--- config.mk ---
export PLATFORM = sky130hd
export DESIGN_NAME = uart_rx_monitor
export DESIGN_NICKNAME = d
export VERILOG_FILES = /design/src/rtl/uart_rx_monitor.sv
export SDC_FILE = /design/constraint.sdc
export NUM_CORES = 1
export LEC_CHECK = 0
export ABC_AREA = 1
export ABC_CLOCK_PERIOD_IN_PS = 2550
export CAP_MARGIN = 5
export CORE_MARGIN = 2
export CORE_UTILIZATION = 60
export CTS_CLUSTER_SIZE = 24
export DETAILED_ROUTE_END_ITERATION = 6
export GPL_TIMING_DRIVEN = 0
export PLACE_DENSITY_LB_ADDON = 0.3
export SYNTH_ARGS = -nofsm -noshare
export SYNTH_HDL_FRONTEND = slang
export SYNTH_SLANG_ARGS = --single-unit
--- constraint.sdc ---
create_clock -name clock -period 2.55 [get_ports clock]
set_clock_uncertainty 0.2 [all_clocks]
set_input_delay 0.765 -clock clock [delete_from_list [all_inputs] [get_ports clock]]
set_output_delay 0.765 -clock clock [all_outputs]
set_load 0.03 [all_outputs]
--- src/rtl/uart_rx_monitor.sv ---
// Purpose : 8N1 UART receiver feeding a byte FIFO, with sticky frame/overflow flags and a byte counter.
// Latency : byte visible on out_data two clocks after the stop-bit sample (push cycle, then registered write).
// Backpres: out_ready stalls the FIFO head; a good byte arriving while the FIFO is full is dropped and flagged.
//
// Ports:
//   clock, resetb         system clock (rising edge), asynchronous active-low reset
//   rx                    serial line, idle high, asynchronous to clock
//   clear                 synchronous flush of FIFO, sticky flags and byte_count
//   out_data/out_valid    FIFO head byte and non-empty indication
//   out_ready             consumer accept; a pop happens on out_valid && out_ready
//   frame_err, overflow   sticky error flags
//   byte_count            count of good bytes, including ones dropped on overflow

// Purpose : generic synchronous FIFO with wrap-bit pointers and a synchronous clear.
// Latency : a push is visible at out_data/out_valid after the writing edge.
// Backpres: a push into a full FIFO is accepted only alongside a same-cycle pop, otherwise reported on drop.
module uart_rx_fifo #(
    parameter int WIDTH = 8,
    parameter int DEPTH = 16
) (
    input  logic             clock,
    input  logic             resetb,
    input  logic             clear,
    input  logic             push,
    input  logic [WIDTH-1:0] push_data,
    input  logic             pop,
    output logic [WIDTH-1:0] out_data,
    output logic             out_valid,
    output logic             full,
    output logic             drop
);
    localparam int AW = $clog2(DEPTH);

    logic [AW:0]      wptr;
    logic [AW:0]      rptr;
    logic [WIDTH-1:0] mem [DEPTH];
    logic             empty;
    logic             pop_fire;
    logic             push_fire;

    assign empty     = (wptr == rptr);
    assign full      = (wptr[AW] != rptr[AW]) && (wptr[AW-1:0] == rptr[AW-1:0]);
    assign pop_fire  = pop && !empty;
    // A full FIFO can still take a byte when the head leaves in the same cycle.
    assign push_fire = push && (!full || pop_fire);
    assign drop      = push && !push_fire;

    assign out_valid = !empty;
    // Gate the head so the output reads zero whenever nothing is stored.
    assign out_data  = empty ? '0 : mem[rptr[AW-1:0]];

    always_ff @(posedge clock or negedge resetb) begin
        if (!resetb) begin
            wptr <= '0;
            rptr <= '0;
        end else if (clear) begin
            wptr <= '0;
            rptr <= '0;
        end else begin
            if (push_fire) wptr <= wptr + 1'b1;
            if (pop_fire)  rptr <= rptr + 1'b1;
        end
    end

    always_ff @(posedge clock) begin
        if (push_fire && !clear) mem[wptr[AW-1:0]] <= push_data;
    end
endmodule

// Purpose : top-level UART receive monitor (synchronizer, bit FSM, FIFO, flags, counter).
// Latency : stop sample -> push next cycle -> out_valid on the edge after that.
// Backpres: out_ready pops the FIFO; a full FIFO drops the new byte and sets overflow.
module uart_rx_monitor #(
    parameter int CLKS_PER_BIT = 868,
    parameter int FIFO_DEPTH   = 16
) (
    input  logic        clock,
    input  logic        resetb,
    input  logic        rx,
    input  logic        clear,
    output logic [7:0]  out_data,
    output logic        out_valid,
    input  logic        out_ready,
    output logic        frame_err,
    output logic        overflow,
    output logic [15:0] byte_count
);
    localparam logic [15:0] HALF_M1 = 16'(CLKS_PER_BIT / 2 - 1);
    localparam logic [15:0] FULL_M1 = 16'(CLKS_PER_BIT - 1);

    typedef enum logic [2:0] {
        IDLE  = 3'd0,
        START = 3'd1,
        DATA  = 3'd2,
        STOP  = 3'd3,
        BRK   = 3'd4
    } state_t;

    state_t      state;
    state_t      state_nxt;
    logic        rx_meta;
    logic        rx_s;
    logic [15:0] cnt;
    logic [15:0] cnt_nxt;
    logic [2:0]  idx;
    logic [2:0]  idx_nxt;
    logic [7:0]  shreg;
    logic [7:0]  shreg_nxt;
    logic        push;
    logic        push_nxt;
    logic        ferr_set;
    logic        fifo_full;
    logic        fifo_drop;

    // Flops reset to the idle level so a reset never looks like a start edge.
    always_ff @(posedge clock or negedge resetb) begin
        if (!resetb) begin
            rx_meta <= 1'b1;
            rx_s    <= 1'b1;
        end else begin
            rx_meta <= rx;
            rx_s    <= rx_meta;
        end
    end

    always_ff @(posedge clock or negedge resetb) begin
        if (!resetb) begin
            state <= IDLE;
            cnt   <= '0;
            idx   <= '0;
            shreg <= '0;
            push  <= 1'b0;
        end else begin
            state <= state_nxt;
            cnt   <= cnt_nxt;
            idx   <= idx_nxt;
            shreg <= shreg_nxt;
            push  <= push_nxt;
        end
    end

    // Each sampling state counts cnt down to zero and samples rx_s in that cycle.
    always_comb begin
        state_nxt = state;
        cnt_nxt   = cnt;
        idx_nxt   = idx;
        shreg_nxt = shreg;
        push_nxt  = 1'b0;
        ferr_set  = 1'b0;
        case (state)
            IDLE: begin
                if (!rx_s) begin
                    state_nxt = START;
                    cnt_nxt   = HALF_M1;
                end
            end
            START: begin
                if (cnt == 16'd0) begin
                    if (rx_s) begin
                        // Line went back high before mid-bit: glitch, not a start bit.
                        state_nxt = IDLE;
                    end else begin
                        state_nxt = DATA;
                        cnt_nxt   = FULL_M1;
                        idx_nxt   = 3'd0;
                    end
                end else begin
                    cnt_nxt = cnt - 16'd1;
                end
            end
            DATA: begin
                if (cnt == 16'd0) begin
                    // LSB arrives first, so shift right; after eight bits it sits in bit 0.
                    shreg_nxt = {rx_s, shreg[7:1]};
                    cnt_nxt   = FULL_M1;
                    if (idx == 3'd7) begin
                        state_nxt = STOP;
                    end else begin
                        idx_nxt = idx + 3'd1;
                    end
                end else begin
                    cnt_nxt = cnt - 16'd1;
                end
            end
            STOP: begin
                if (cnt == 16'd0) begin
                    if (rx_s) begin
                        push_nxt  = 1'b1;
                        state_nxt = IDLE;
                    end else begin
                        ferr_set  = 1'b1;
                        state_nxt = BRK;
                    end
                end else begin
                    cnt_nxt = cnt - 16'd1;
                end
            end
            BRK: begin
                // Wait out a held-low line so it is not re-read as a stream of zero bytes.
                if (rx_s) state_nxt = IDLE;
            end
            default: begin
                state_nxt = IDLE;
            end
        endcase
    end

    // shreg is untouched in IDLE/START, so it still holds the byte during the push cycle.
    uart_rx_fifo #(
        .WIDTH (8),
        .DEPTH (FIFO_DEPTH)
    ) u_fifo (
        .clock     (clock),
        .resetb    (resetb),
        .clear     (clear),
        .push      (push),
        .push_data (shreg),
        .pop       (out_ready),
        .out_data  (out_data),
        .out_valid (out_valid),
        .full      (fifo_full),
        .drop      (fifo_drop)
    );

    always_ff @(posedge clock or negedge resetb) begin
        if (!resetb) begin
            frame_err  <= 1'b0;
            overflow   <= 1'b0;
            byte_count <= '0;
        end else if (clear) begin
            frame_err  <= 1'b0;
            overflow   <= 1'b0;
            byte_count <= '0;
        end else begin
            if (ferr_set)  frame_err <= 1'b1;
            if (fifo_drop) overflow  <= 1'b1;
            // Dropped bytes were still received correctly, so they are counted.
            if (push)      byte_count <= byte_count + 16'd1;
        end
    end

    logic unused_full;
    assign unused_full = fifo_full;
endmodule
==> metrics.md <==
| Metric | Value |
|---|---|
| Outcome | finished, violations left |
| Failing checks | negative setup slack |
| Post-synth top area share | 0.4453 |
| Top Family by Delay on Critical Path | buffers and inverters |
| Synthesized area per cell | 9.743 µm² |
| Final WS setup | -0.6637 ns |
| Synth-to-Final Area Change | 21.83% |
| CTS sink cnt | 189 |
| Cell variety after synth | 36 |
| Critical Path AT | 2.25 ns |
| Final Wtd Congestion | 0.9363 |
| H-tree levels | 4 |
| CTS tree | done |
| Worst-Margin Slew | 0.9030 ns |
| Hold WS | 0.1568 ns |
| Number of buffers and inverters on the critical path | 4 |
| Most used DFF post-synth | edfxtp_1 |
| Syn Inst Count | 886 |
| Clock slew at reported path FFs | 0.07 ns |
| Drc violations | 0 |
| Die H | 123.9 µm |
| Slowest CP cell | dfrtp_2 |
| Synthesized flop and latch total | 189 |
| Die width | 123.9 µm |
| Cell Chain, Critical Path | inv_4 -> buf_2 -> o21ai_0 -> o22ai_1 -> nand2_1 -> nand2_1 -> inv_2 -> a21oi_4 -> buf_6 |
| CTS Hold Bufs | 0 |
| First-pass iteration count of the detailed router | 6 |
| Latest clock arrival within the worst-skew pair | 0.44 ns |
| Boundary pin count | 32 |
| Post-synth ARST share | 0.3228 |
| Layout cells sized above 1 | 0.1555 |
| Fmax | 311.2 MHz |
| Core footprint | 13990 µm² |
| Crit path top cell by count | nand2_1 |
| GRT Residual Overflow | 0 |
| Root Buffer | clkbuf_16 |
| Synth Cell Area | 8632 µm² |
| Final WL | 23.49 mm |
| HPWL after DPL | 13.56 mm |
| Period utilisation layout | 1.260 |
| Vias | 7112 |
| Yosys warnings | 0 |
| CP peak stage delay | 0.48 ns |
| Final Critical Period | 3.214 ns |
| HP Class | reg -> reg |
| Proportion of synthesized chip area in sequential cells | 0.6224 |
| Syn Nets | 901 |
| PortBufs | 30 |
| Slew HR | 0.3980 |
| Die area | 15360 µm² |
| Initial Util | 0.6171 |
| Initial antenna violation count | 0 |
| Crit end category | primary output |
| Fin. Hold Viols | 0 |
| Vias in the first global route | 6715 |
| Pwr dens | 558.9 nW/µm² |
| Crit path kind | reg -> out |
| CP Data Required Time | 1.59 ns |
| Count of final max-slew check failures | 0 |
| Initial drt markers | 1057 |
| Synth area leaders | edfxtp_1 (45%), dfrtp_1 (17%), nand2_1 (7.4%) |
| Via/cell ratio | 6.179 |
| FP Rows | 43 |
| Worst vdd ir | 0.0004856 V |
| Clock buffer count from CTS | 17 |
| First-pass GRT wire length | 33.82 mm |
| Unrepaired setup endpoints after global routing | yes |
| Number of setup violations in the final report | 17 |
| Layout fillers | 927 |
| Clock buffer depth | 2 |
| Wire per inst | 20.41 µm |
| Pin count of the biggest net entering global routing | 39 |
| Pre-CTS setup slack | -0.9665 ns |
| GRT Total Usage | 0.2980 |
| Leading area contributor after synthesis | edfxtp_1 |
| Critical path launch point type | flip-flop |
| Leak | 4.742 nW |
| # diodes | 0 |
| # nets final | 973 |
| Post-synth EDFFs | 128 |
| Antenna Violating Nets Remaining | 0 |
| Max Cap Viol | 0 |
| Max FO, Critical Path | 10 |
## flip-flops by register name, summed over array words and instances (netlist names)
name / cells
byte_count: 16
u_fifo.mem: 128
cnt: 16
shreg: 8
frame_err: 1
rx_s: 1
u_fifo.rptr: 5
u_fifo.wptr: 5
idx: 3
push: 1
overflow: 1
state: 3
rx_meta: 1
## per-stage QoR
step	cell area, µm²	std cells	util	TNS, ns	total power, mW
after floorplan	8632	886	-	-1.170	3.326
after global placement	9158	1096	0.6547	-174.14	3.358
after detailed placement	9173	1097	0.6557	-95.27	3.361
after CTS	10200	1140	0.7292	-3.874	5.853
after global routing	10520	1151	0.7518	-5.556	6.000
final	10520	1151	0.7518	-5.134	5.877
## cell usage in the layout (no fill, tap or decap), types with 6 or more instances in the layout
cell and count:
nand2_1 169, nor2_1 139, edfxtp_1 128, o21ai_0 74, inv_1 60, dfrtp_1 58, nand3_1 49, nand4_1 23
clkbuf_16 22, o22ai_1 17, nor2_4 16, o211ai_1 16, buf_6 14, xor2_1 13, a21oi_1 13, buf_4 12
clkdlybuf4s50_1 11, ha_1 10, buf_12 9, o21ai_1 9, nor3_1 9, buf_8 8, dlymetal6s2s_1 7, buf_2 6
clkinv_2 6, nor2_2 6
## synthesized netlist by cell type, types with 3 or more instances
library cell and n:
nor2_1 156, nand2_1 171, buf_2 11, inv_2 3, dfrtp_1 59, nor2_2 3, o211ai_1 16, nand3_1 51
nor3_1 12, edfxtp_1 128, clkbuf_1 14, inv_1 66, a21oi_1 21, nand2_2 3, o21ai_0 83, ha_1 10
buf_1 3, o22ai_1 17, xor2_1 14, nand4_1 23
## kinds of logic after synthesis
| family | Yosys count | share of synthesized area |
|---|---|---|
| AO/OA/AOI/OAI | 143 | 0.09190 |
| buffers and inverters | 103 | 0.04856 |
| adder cells (fa/ha/maj) | 10 | 0.01449 |
| AND/OR/NAND/NOR | 426 | 0.2074 |
| flip-flops | 189 | 0.6224 |
| XOR/XNOR | 15 | 0.01522 |
## final cells by class
type	instances	area [µm²]	area share
buffer	31	309.0	0.02939
clock buffer	20	489.2	0.04652
clock inverter	12	81.33	0.007734
inverter	72	285.3	0.02713
multi-input combinational	594	3104	0.2952
sequential	189	5374	0.5110
tap	180	225.2	0.02142
timing repair buffer	53	648.1	0.06163
## path summary, 6_finish.rpt
path                           startpoint                to  slack (ns)  depth (start not counted)
setup reg to reg           u_fifo.rptr[0]  u_fifo.mem[6][3]       -0.01                          8
min in group asynchronous          resetb            cnt[6]        0.26                          1
max in group asynchronous          resetb     byte_count[9]        1.26                          2
setup / recovery           u_fifo.rptr[0]       out_data[1]       -0.66                          9
hold reg to reg                   rx_meta              rx_s        0.16                          0
hold / removal                    rx_meta              rx_s        0.16                          0
## timing repair
| action | 4_1_cts | 5_1_grt |
|---|---|---|
| resized for setup | 166 | 45 |
| gates cloned | 2 | 3 |
| buffers inserted | 9 | 8 |
| setup endpoints to repair | 139 | 144 |
| pin swaps | 11 | 22 |
## power breakdown
group	leakage, nW	total (mW)	internal [mW]	switching, mW
clock	0.283	2.58	1.39	1.19
combinational	2.15	0.0498	0.00971	0.0401
sequential	2.31	3.25	3.25	0.00123
total	4.74	5.88	4.65	1.23
## worst register-to-register path: stages (launching register included)
cell and delay [ns]:
dfrtp_2 0.48, buf_4 0.17, xor2_1 0.16, nor2_1 0.07
and2_4 0.18, buf_4 0.15, nand2_4 0.11, nand2_8 0.11
nor3_2 0.57
## routing by layer
| metal | track usage | vias up | share of wire | wire length (µm) |
|---|---|---|---|---|
| met5 | 0 | - | 0 | 0 |
| met4 | 0.1524 | 0 | 0.049 | 1158 |
| met3 | 0.06227 | 108 | 0.092 | 2170 |
| met2 | 0.4849 | 471 | 0.48 | 11200 |
| met1 | 0.3809 | 3362 | 0.38 | 8957 |
| li1 | - | 3171 | - | - |
(Power assumes the default switching activity.)
